<file path="config.mk">
export PLATFORM = sky130hd
export DESIGN_NAME = seven_seg_scan_driver
export DESIGN_NICKNAME = d
export VERILOG_FILES = /design/src/rtl/seven_seg_pkg.sv /design/src/rtl/seven_seg_font.sv /design/src/rtl/seven_seg_scan_driver.sv
export SDC_FILE = /design/constraint.sdc
export NUM_CORES = 1
export LEC_CHECK = 0
export ABC_AREA = 1
export CORE_MARGIN = 5
export CORE_UTILIZATION = 50
export DETAILED_ROUTE_END_ITERATION = 10
export DONT_BUFFER_PORTS = 1
export PLACE_DENSITY = 0.63
export SETUP_SLACK_MARGIN = 0.05
export SLEW_MARGIN = 15
export SYNTH_ARGS = -nofsm -noshare
export SYNTH_HDL_FRONTEND = slang
export SYNTH_SLANG_ARGS = --single-unit
</file>
<file path="constraint.sdc">
create_clock -name CLK -period 4.49 [get_ports CLK]
set_input_delay 0.898 -clock CLK [delete_from_list [all_inputs] [get_ports CLK]]
set_output_delay 0.898 -clock CLK [all_outputs]
set_load 0.05 [all_outputs]
</file>
<file path="src/rtl/seven_seg_pkg.sv">
// Shared constants for the seven-segment scan driver: font table,
// segment/anode polarities and a width helper for the scan counters.
package seven_seg_pkg;

    // All segments dark, including the decimal point (active-low pins).
    localparam logic [7:0] SEG_OFF = 8'hFF;

    // Common-anode display: an anode is switched off by driving it high.
    localparam logic ANODE_OFF = 1'b1;

    // Hex font, segments {g,f,e,d,c,b,a}, active-low.
    localparam logic [6:0] FONT [16] = '{
        7'b1000000,  // 0
        7'b1111001,  // 1
        7'b0100100,  // 2
        7'b0110000,  // 3
        7'b0011001,  // 4
        7'b0010010,  // 5
        7'b0000010,  // 6
        7'b1111000,  // 7
        7'b0000000,  // 8
        7'b0011000,  // 9
        7'b0001000,  // A
        7'b0000011,  // b
        7'b1000110,  // C
        7'b0100001,  // d
        7'b0000110,  // E
        7'b0001110   // F
    };

    // Bits needed to hold values 0..value-1; never returns less than 1.
    function automatic int clog2(input int value);
        int width;
        width = 1;
        while ((1 << width) < value) begin
            width++;
        end
        return width;
    endfunction

endpackage

</file>
<file path="src/rtl/seven_seg_font.sv">
// Nibble-to-segment decoder: hex nibble, dot request and blank request
// become one active-low {dp,g,f,e,d,c,b,a} pattern.
module seven_seg_font
    import seven_seg_pkg::*;
(
    input  logic [3:0] nibble,
    input  logic       dot,
    input  logic       blank,
    output logic [7:0] pattern
);

    // Blank overrides both the glyph and the decimal point.
    always_comb begin
        pattern = {~dot, FONT[nibble]};
        if (blank) begin
            pattern = SEG_OFF;
        end
    end

endmodule

</file>
<file path="src/rtl/seven_seg_scan_driver.sv">
// Self-scanning driver for an N-digit common-anode seven-segment display.
// A prescaler divides each digit slot into CLK_DIV cycles; the first
// GUARD_CYCLES of every slot keep all anodes off so the segment lines can
// settle on the new digit (anti-ghosting). Inputs are snapshotted once per
// scan so a full refresh always shows one coherent value. Brightness is a
// 16-step PWM gate on the anodes. All pins are driven from registers.
module seven_seg_scan_driver
    import seven_seg_pkg::*;
#(
    parameter int NUM_DIGITS   = 4,
    parameter int CLK_DIV      = 50000,
    parameter int GUARD_CYCLES = 16
) (
    input  logic                    CLK,
    input  logic                    RESETN,
    input  logic [4*NUM_DIGITS-1:0] DIGITS_IN,
    input  logic [NUM_DIGITS-1:0]   DOTS_IN,
    input  logic [NUM_DIGITS-1:0]   BLANK_IN,
    input  logic                    LZ_SUPPRESS_IN,
    input  logic [3:0]              BRIGHT_IN,
    output logic [NUM_DIGITS-1:0]   SEG_SELECT_OUT,
    output logic [7:0]              HEX_OUT,
    output logic                    SCAN_START_OUT
);

    localparam int CNT_W = clog2(CLK_DIV);
    localparam int IDX_W = clog2(NUM_DIGITS);

    localparam logic [CNT_W-1:0] PRESC_LAST = CNT_W'(CLK_DIV - 1);
    localparam logic [IDX_W-1:0] IDX_LAST   = IDX_W'(NUM_DIGITS - 1);
    localparam logic [CNT_W-1:0] GUARD_END  = CNT_W'(GUARD_CYCLES);

    // Scan state
    logic [CNT_W-1:0] presc;
    logic [IDX_W-1:0] idx;
    logic [3:0]       phase;

    // Per-scan input snapshot
    logic [4*NUM_DIGITS-1:0] snap_digits;
    logic [NUM_DIGITS-1:0]   snap_dots;
    logic [NUM_DIGITS-1:0]   snap_blank;
    logic                    snap_lz;
    logic [3:0]              snap_bright;

    // Snapshot view used this cycle (live inputs on the capture cycle)
    logic                    scan_entry;
    logic [4*NUM_DIGITS-1:0] eff_digits;
    logic [NUM_DIGITS-1:0]   eff_dots;
    logic [NUM_DIGITS-1:0]   eff_blank;
    logic                    eff_lz;
    logic [3:0]              eff_bright;

    // Current-digit decode
    logic [NUM_DIGITS-1:0]   suppress_vec;
    logic                    zero_above;
    logic [3:0]              cur_nibble;
    logic                    cur_dot;
    logic                    cur_blank;
    logic                    cur_suppress;
    logic [7:0]              font_pat;
    logic                    cur_dark;
    logic                    pwm_gate;
    logic                    anode_en;
    logic [7:0]              hex_next;
    logic [NUM_DIGITS-1:0]   sel_next;

    // Slot 0, cycle 0 is where a new scan begins and the snapshot is taken.
    assign scan_entry = (presc == '0) && (idx == '0);

    // Slot prescaler and digit index; reset restarts at digit 0, cycle 0.
    always_ff @(posedge CLK or negedge RESETN) begin
        if (!RESETN) begin
            presc <= '0;
            idx   <= '0;
        end else if (presc == PRESC_LAST) begin
            presc <= '0;
            idx   <= (idx == IDX_LAST) ? '0 : idx + 1'b1;
        end else begin
            presc <= presc + 1'b1;
        end
    end

    // Free-running brightness PWM phase.
    always_ff @(posedge CLK or negedge RESETN) begin
        if (!RESETN) begin
            phase <= 4'h0;
        end else begin
            phase <= phase + 4'h1;
        end
    end

    // Capture all display inputs once per scan, on entry to digit 0.
    always_ff @(posedge CLK or negedge RESETN) begin
        if (!RESETN) begin
            snap_digits <= '0;
            snap_dots   <= '0;
            snap_blank  <= '0;
            snap_lz     <= 1'b0;
            snap_bright <= 4'h0;
        end else if (scan_entry) begin
            snap_digits <= DIGITS_IN;
            snap_dots   <= DOTS_IN;
            snap_blank  <= BLANK_IN;
            snap_lz     <= LZ_SUPPRESS_IN;
            snap_bright <= BRIGHT_IN;
        end
    end

    // On the capture cycle the registers still hold the old scan, so the
    // digit 0 cycle 0 decode reads the values being captured instead.
    always_comb begin
        eff_digits = snap_digits;
        eff_dots   = snap_dots;
        eff_blank  = snap_blank;
        eff_lz     = snap_lz;
        eff_bright = snap_bright;
        if (scan_entry) begin
            eff_digits = DIGITS_IN;
            eff_dots   = DOTS_IN;
            eff_blank  = BLANK_IN;
            eff_lz     = LZ_SUPPRESS_IN;
            eff_bright = BRIGHT_IN;
        end
    end

    // Digit i>0 is a leading zero when it and every digit left of it is 0.
    always_comb begin
        zero_above   = 1'b1;
        suppress_vec = '0;
        for (int i = NUM_DIGITS - 1; i > 0; i--) begin
            zero_above      = zero_above & (eff_digits[4*i +: 4] == 4'h0);
            suppress_vec[i] = eff_lz & zero_above;
        end
    end

    // Select the fields of the digit whose slot is active.
    always_comb begin
        cur_nibble   = eff_digits[4*int'(idx) +: 4];
        cur_dot      = eff_dots[idx];
        cur_blank    = eff_blank[idx];
        cur_suppress = suppress_vec[idx];
    end

    seven_seg_font u_font (
        .nibble  (cur_nibble),
        .dot     (cur_dot),
        .blank   (cur_blank),
        .pattern (font_pat)
    );

    // A suppressed digit keeps its dot; a digit with nothing lit stays dark.
    always_comb begin
        hex_next = font_pat;
        if (cur_suppress) begin
            hex_next = {font_pat[7], 7'h7F};
        end
        cur_dark = cur_blank | (cur_suppress & ~cur_dot);
        pwm_gate = (phase <= eff_bright);
        anode_en = (presc >= GUARD_END) && pwm_gate && !cur_dark;
        sel_next = {NUM_DIGITS{ANODE_OFF}};
        if (anode_en) begin
            sel_next[idx] = ~ANODE_OFF;
        end
    end

    // Register every pin so no input reaches the display combinationally.
    always_ff @(posedge CLK or negedge RESETN) begin
        if (!RESETN) begin
            SEG_SELECT_OUT <= {NUM_DIGITS{ANODE_OFF}};
            HEX_OUT        <= SEG_OFF;
            SCAN_START_OUT <= 1'b0;
        end else begin
            SEG_SELECT_OUT <= sel_next;
            HEX_OUT        <= hex_next;
            SCAN_START_OUT <= scan_entry;
        end
    end

endmodule
</file>
==> impl_metrics.env, run 1 <==
export IMPL_slew_viol_final=0
export IMPL_fin_cells=543
export IMPL_grt_max_degree=65
export IMPL_regToRegStartpoint="idx[0]"
export IMPL_synth_area_leaders="dfrtp_1 36%, nand2_1 14%, dfstp_2 8.8%"
export IMPL_yosysSeqAreaShare=0.449
export IMPL_dp_cells=527
export IMPL_synth_edf_count=0
export IMPL_chipWidth_microns=94.9
export IMPL_intPower_mw=0.855
export IMPL_ys_seq_elements=64
export IMPL_relSlewSlack=0.399
export IMPL_crit_path_start_kind="flop"
export IMPL_finalSetupTns_ns=0
export IMPL_drv_cap=0
export IMPL_dieArea_sq_mm=0.00900
export IMPL_grt_ovfl_total=0
export IMPL_skew_ns=0.0113
export IMPL_leakage_nw=1.98
export IMPL_dr_pass1_iters=5
export IMPL_drive_gt1_frac=0.153
export IMPL_via_per_inst=4.99
export IMPL_rows=31
export IMPL_start_util=0.505
export IMPL_synth_top_area_share=0.361
export IMPL_pwr_share_comb=0.054
export IMPL_outcome="completed"
export IMPL_crit_slowest_cell="dfrtp_1"
export IMPL_cts_tree="built"
export IMPL_routabilityCongestion=0.825
export IMPL_grt_busiest_layer="met2"
export IMPL_hold_viol_final=0
export IMPL_ios=44
export IMPL_die_y_microns=94.9
export IMPL_routed_wl_microns=7200
export IMPL_postCtsSetupRepairBufs=0
export IMPL_final_setup_worst_slack_ns=1.02
export IMPL_antenna_cells=0
export IMPL_fillCellCount=694
export IMPL_ys_flop_type="dfrtp_1"
export IMPL_reg2reg_to="SEG_SELECT_OUT[3]"
export IMPL_drtIter0Drc=80
export IMPL_grt_util_all_layers=0.177
export IMPL_placed_area_sq_mm=0.00362
export IMPL_switching_share=0.249
export IMPL_fin_nets=486
export IMPL_worst_pin_slew_ns=0.899
export IMPL_holdCritPathClass="in2async"
export IMPL_coreArea_sq_mm=0.00714
export IMPL_ff2ff_path_depth=19
export IMPL_crit_path_end_kind="flop"
export IMPL_grt_pass1_wl_microns=12300
export IMPL_numCtsBuffers=9
export IMPL_netlist_area_sq_mm=0.00360
export IMPL_drc=0
export IMPL_setup_viol=0
export IMPL_hold_ws_ns=0.249
export IMPL_antenna_found_initial=1
export IMPL_slowest_delay_ns=0.56
export IMPL_numPortBuffers=0
export IMPL_synthToLayoutAreaGrowth_pct=5.38
export IMPL_design_power_total_mw=1.14
export IMPL_rsz0062_at_grt="no"
export IMPL_path_cells="clkinv_1 -> ha_1 -> nand2_1 -> inv_1 -> nand2_1 -> nor2_4 -> buf_4 -> nand2_4 -> inv_2 -> nand2_1 -> nand2_1 -> inv_1 -> ha_1 -> inv_1 -> nor2_1 -> o21ai_0 -> a32oi_1 -> nor3_4 -> nand3_1"
export IMPL_yosysMostFrequentCell="nand2_1"
export IMPL_ff2ff_setup_slack_ns=1.02
export IMPL_final_util=0.532
export IMPL_synth_nets=484
export IMPL_hpwlAfterDp_microns=5180
export IMPL_cp_arrival_ns=3.73
export IMPL_clockRootBuffer="clkbuf_8"
export IMPL_ys_types=36
export IMPL_crit_top_cell="nand2_1"
export IMPL_pwr_share_clk=0.393
export IMPL_cts_hold_buf=0
export IMPL_path_buf_inv=6
export IMPL_cp_max_fo=35
export IMPL_synth_top_cell_by_area="dfrtp_1"
export IMPL_p_switching_mw=0.283
export IMPL_synth_cells=437
export IMPL_grt_use_met1=0.219
export IMPL_yosys_warnings=0
export IMPL_postLayoutCellArea_sq_mm=0.00380
export IMPL_synth_common_cells="131 x nand2_1, 54 x inv_1, 52 x dfrtp_1"
export IMPL_num_vias=2708
export IMPL_cts_max_level=3
export IMPL_wl_per_cell_microns=13.3
export IMPL_fmax_ghz=0.288
export IMPL_clock_latency_ns=0.34
export IMPL_worstSetupPathType="reg2reg"
export IMPL_cp_required_ns=4.75
export IMPL_async_flop_share=1.00
export IMPL_seqPwrFrac=0.553
export IMPL_p_per_area_mw_per_mm2=300
export IMPL_ir_worst_vdd_mv=0.164
export IMPL_critPathTopFamily="simple AND/OR/NAND/NOR gates"
export IMPL_path_clk_slew_ns=0.07
export IMPL_syn_area_per_cell_sq_um=8.24
export IMPL_grt_pass1_vias=2588
export IMPL_drtAntennaViolNets=0
export IMPL_finalCritPeriodShare=0.774
export IMPL_clock_sinks=64
export IMPL_met2_usage=0.287
export IMPL_period_needed_ns=3.47
export IMPL_cts_buffer_depth=2
export IMPL_dp_slack_ns=1.03
export IMPL_grt_use_met3=0.0526
export IMPL_cts_resized=0
[final cells by class]
type                            count  area, sq um  area share
Timing Repair Buffer                1         7.51     0.00198
Sequential cell                    64         1620       0.426
Multi-Input combinational cell    300         1640       0.432
Tap cell                           99          124      0.0326
Clock inverter                      1         5.00     0.00132
Clock buffer                       15          166      0.0438
Inverter                           63          238      0.0626
[kinds of logic after synthesis]
| kind of cell | share of synthesized area |
|---|---|
| adder cells (fa/ha/maj) | 0.0556 |
| AO/OA/AOI/OAI | 0.0188 |
| buffers and inverters | 0.0962 |
| flip-flops | 0.449 |
| AND/OR/NAND/NOR | 0.361 |
| XOR/XNOR | 0.0194 |
[registers in the layout, indices dropped and copies added (netlist names)]
signal and cells:
presc 16, snap_digits 16, HEX_OUT 8, SEG_SELECT_OUT 4, phase 4, snap_blank 4, snap_bright 4, snap_dots 4
idx 2, SCAN_START_OUT 1, snap_lz 1
[cells in the final DEF, fill, tap and decap left out]
master	synthesis	layout
o22ai_1	2	2
nor3_1	3	3
nor4_1	1	1
nand2_2	12	12
o21ai_2	1	1
nand3_2	11	11
xor2_1	4	4
a32oi_1	1	1
clkinv_2	1	2
nand3b_2	1	1
xnor2_1	4	4
nor2_1	29	29
nand4_1	6	6
nor2_2	4	4
nand3_1	50	50
clkinv_1	4	4
dfrtp_1	52	52
clkbuf_8	0	11
nor4b_2	1	1
inv_1	54	54
nor2_4	5	5
nand3b_1	7	7
nand2_4	2	2
ha_1	16	16
buf_4	1	1
o211ai_1	1	1
o21ai_0	3	3
dfstp_2	12	12
nor3_4	1	1
inv_2	4	4
a21oi_1	3	3
nor3b_1	1	1
clkbuf_1	0	4
nand2_1	131	131
[layer usage]
layer,vias up,part of all wire
met1,1264,0.44
met5,-,0.0018
met4,2,0.017
met3,13,0.060
li1,1367,-
met2,62,0.48
[worst max-delay path by stage]
stage / start / end / slack [ns] / depth (start not counted)
6_report: idx[0] / SEG_SELECT_OUT[3] / 1.02 / 19
5_1_grt: idx[0] / SEG_SELECT_OUT[2] / 0.67 / 19
4_1_cts: idx[0] / SEG_SELECT_OUT[2] / 1.01 / 19
3_5_place_dp: idx[0] / SEG_SELECT_OUT[2] / 1.03 / 19
3_3_place_gp: idx[0] / SEG_SELECT_OUT[3] / 1.16 / 19
2_1_floorplan: idx[0] / SEG_SELECT_OUT[0] / 1.85 / 19
[power by group through the flow]
stage	sequential [mW]	clock, mW	combinational, mW
floorplan	0.638	0	0.0520
global placement	0.640	0	0.0599
detailed placement	0.640	0	0.0613
CTS	0.630	0.452	0.0617
global route	0.631	0.484	0.0712
finish	0.629	0.447	0.0616
(Power assumes the default switching activity.)
==> run 2: changes to the inputs <==
Clock period 4.49 ns to 3.33 ns, I/O delays scaled along.
==> run 2 against run 1 <==
  * Setup slack got worse by 0.57 ns
  * Design area rose by 1.5%
  * Maximum frequency rose by 21%
  * Combinational power rose by 50%
  * Clock power rose by 38%
  * Hold slack got worse by 0.22 ns
  * Cell count rose by 0.92%
  * Clock skew rose by 0.0011 ns
  * Critical path depth fell by 1
  * Sequential share of layout area fell by 0.61 points
  * Critical path type unchanged
  * Largest cell class unchanged
  * Largest power group unchanged
==> impl_metrics.env, run 2 (synthesis gave the netlist of run 1 again) <==
export IMPL_outcome="completed"
export IMPL_dr_pass1_iters=4
export IMPL_crit_path_end_kind="flop"
export IMPL_final_cell_mix="131 x nand2_1, 54 x inv_1, 52 x dfrtp_1"
export IMPL_grt_pass1_vias=2734
export IMPL_fmax_ghz=0.347
export IMPL_ios=44
export IMPL_drtIter0Drc=97
export IMPL_drv_cap=0
export IMPL_ir_worst_vdd_mv=0.200
export IMPL_path_clk_slew_ns=0.07
export IMPL_slowest_delay_ns=0.46
export IMPL_ff2ff_setup_slack_ns=0.45
export IMPL_crit_top_cell="nand2_1"
export IMPL_start_util=0.505
export IMPL_worstSetupPathType="reg2reg"
export IMPL_cp_required_ns=3.58
export IMPL_grt_ovfl_total=0
export IMPL_relSlewSlack=0.451
export IMPL_numCtsBuffers=9
export IMPL_rows=31
export IMPL_coreArea_sq_mm=0.00714
export IMPL_hpwlAfterDp_microns=5310
export IMPL_p_per_area_mw_per_mm2=404
export IMPL_die_y_microns=94.9
export IMPL_hold_viol_final=0
export IMPL_grt_pass1_wl_microns=12700
export IMPL_cts_buffer_depth=2
export IMPL_rsz0062_at_grt="no"
export IMPL_holdCritPathClass="in2async"
export IMPL_wl_per_cell_microns=13.4
export IMPL_grt_util_all_layers=0.182
export IMPL_antenna_cells=0
export IMPL_fin_nets=491
export IMPL_antenna_found_initial=1
export IMPL_routed_wl_microns=7370
export IMPL_crit_slowest_cell="dfrtp_1"
export IMPL_cp_max_fo=18
export IMPL_chipWidth_microns=94.9
export IMPL_synthToLayoutAreaGrowth_pct=6.91
export IMPL_routabilityCongestion=0.881
export IMPL_clockRootBuffer="clkbuf_8"
export IMPL_path_cells="inv_2 -> ha_1 -> nand2_1 -> inv_1 -> nand2_1 -> nor2_4 -> nand2_4 -> inv_2 -> nand2_1 -> nand2_1 -> inv_1 -> ha_1 -> inv_1 -> nor2_1 -> o21ai_0 -> a32oi_1 -> nor3_4 -> nand3_1"
export IMPL_period_needed_ns=2.88
export IMPL_fillCellCount=695
export IMPL_via_per_inst=5.03
export IMPL_cts_max_level=3
export IMPL_clock_latency_ns=0.34
export IMPL_finalCritPeriodShare=0.866
export IMPL_regToRegStartpoint="idx[1]"
export IMPL_skew_ns=0.0124
export IMPL_final_util=0.540
export IMPL_worst_pin_slew_ns=0.821
export IMPL_crit_path_start_kind="flop"
export IMPL_cts_tree="built"
export IMPL_drc=0
export IMPL_drive_gt1_frac=0.165
export IMPL_num_vias=2758
export IMPL_dieArea_sq_mm=0.00900
export IMPL_finalSetupTns_ns=0
export IMPL_ff2ff_path_depth=18
export IMPL_hold_ws_ns=0.0273
export IMPL_numPortBuffers=0
export IMPL_setup_viol=0
export IMPL_leakage_nw=2.02
export IMPL_mostFrequentLayoutCell="nand2_1"
export IMPL_cp_arrival_ns=3.13
export IMPL_multi_input_area_sq_mm=0.00164
export IMPL_cts_resized=0
export IMPL_register_area_sq_mm=0.00162
export IMPL_slew_viol_final=0
export IMPL_reg2reg_to="SEG_SELECT_OUT[1]"
export IMPL_reg_top3="presc x16, snap_digits x16, HEX_OUT x8"
export IMPL_clock_sinks=64
export IMPL_drtAntennaViolNets=0
export IMPL_grt_max_degree=65
==> run 2: timing repair <==
item | CTS | global route
hold buffers | 0 | 2
endpoints found under the hold margin | 0 | 17
setup endpoints to repair | 0 | 0
buffers inserted | 0 | 0
==> run 2: worst max path at each step <==
stage / from / to / slack, ns / depth (start not counted)
3_5_place_dp: idx[1] / SEG_SELECT_OUT[2] / 0.44 / 18
6_report: idx[1] / SEG_SELECT_OUT[1] / 0.45 / 18
2_1_floorplan: idx[0] / SEG_SELECT_OUT[0] / 0.69 / 19
3_3_place_gp: idx[1] / SEG_SELECT_OUT[2] / 0.52 / 18
5_1_grt: idx[1] / SEG_SELECT_OUT[3] / 0.10 / 18
4_1_cts: idx[1] / SEG_SELECT_OUT[2] / 0.41 / 18
==> run 2: area by class of cell <==
class / count / share of cell area
multi-input cells: 300 / 0.426
flip-flops and latches: 64 / 0.420
inverters: 63 / 0.0617
clock buffers: 13 / 0.0439
well taps: 99 / 0.0322
repair buffers: 6 / 0.0130
clock inverters: 3 / 0.00390
==> run 2: worst max-delay path: cells and delay by family, from the launching register on <==
kind                       cells  cell delay, ns
and+or+nand+nor                9            0.99
buffers and inverters          5            0.56
adders and majority gates      2            0.49
DFF                            1            0.46
AOI/OAI and AO/OA              2            0.30
==> run 2: routing by layer <==
metal | share of wire | global-route usage | vias to the layer above
met5 | 0.0015 | 0 | -
met4 | 0.023 | 0.0853 | 2
met3 | 0.054 | 0.0462 | 16
met2 | 0.49 | 0.296 | 61
met1 | 0.43 | 0.226 | 1296
li1 | - | - | 1383
==> run 2: where the power goes <==
part | internal, mW | switching, mW | leakage (nW) | total [mW]
sequential | 0.811 | 0.0380 | 0.767 | 0.849
clock | 0.328 | 0.289 | 0.0992 | 0.616
combinational | 0.0321 | 0.0601 | 1.15 | 0.0922
==> run 2: stage by stage <==
stage / instances / setup WS (ns) / total power [mW] / instance area, sq um
floorplan: 437 / 0.689 / 0.931 / 3600
global placement: 530 / 0.519 / 0.944 / 3650
detailed placement: 530 / 0.437 / 0.947 / 3650
CTS: 546 / 0.411 / 1.57 / 3830
global route: 548 / 0.103 / 1.63 / 3850
finish: 548 / 0.447 / 1.56 / 3850
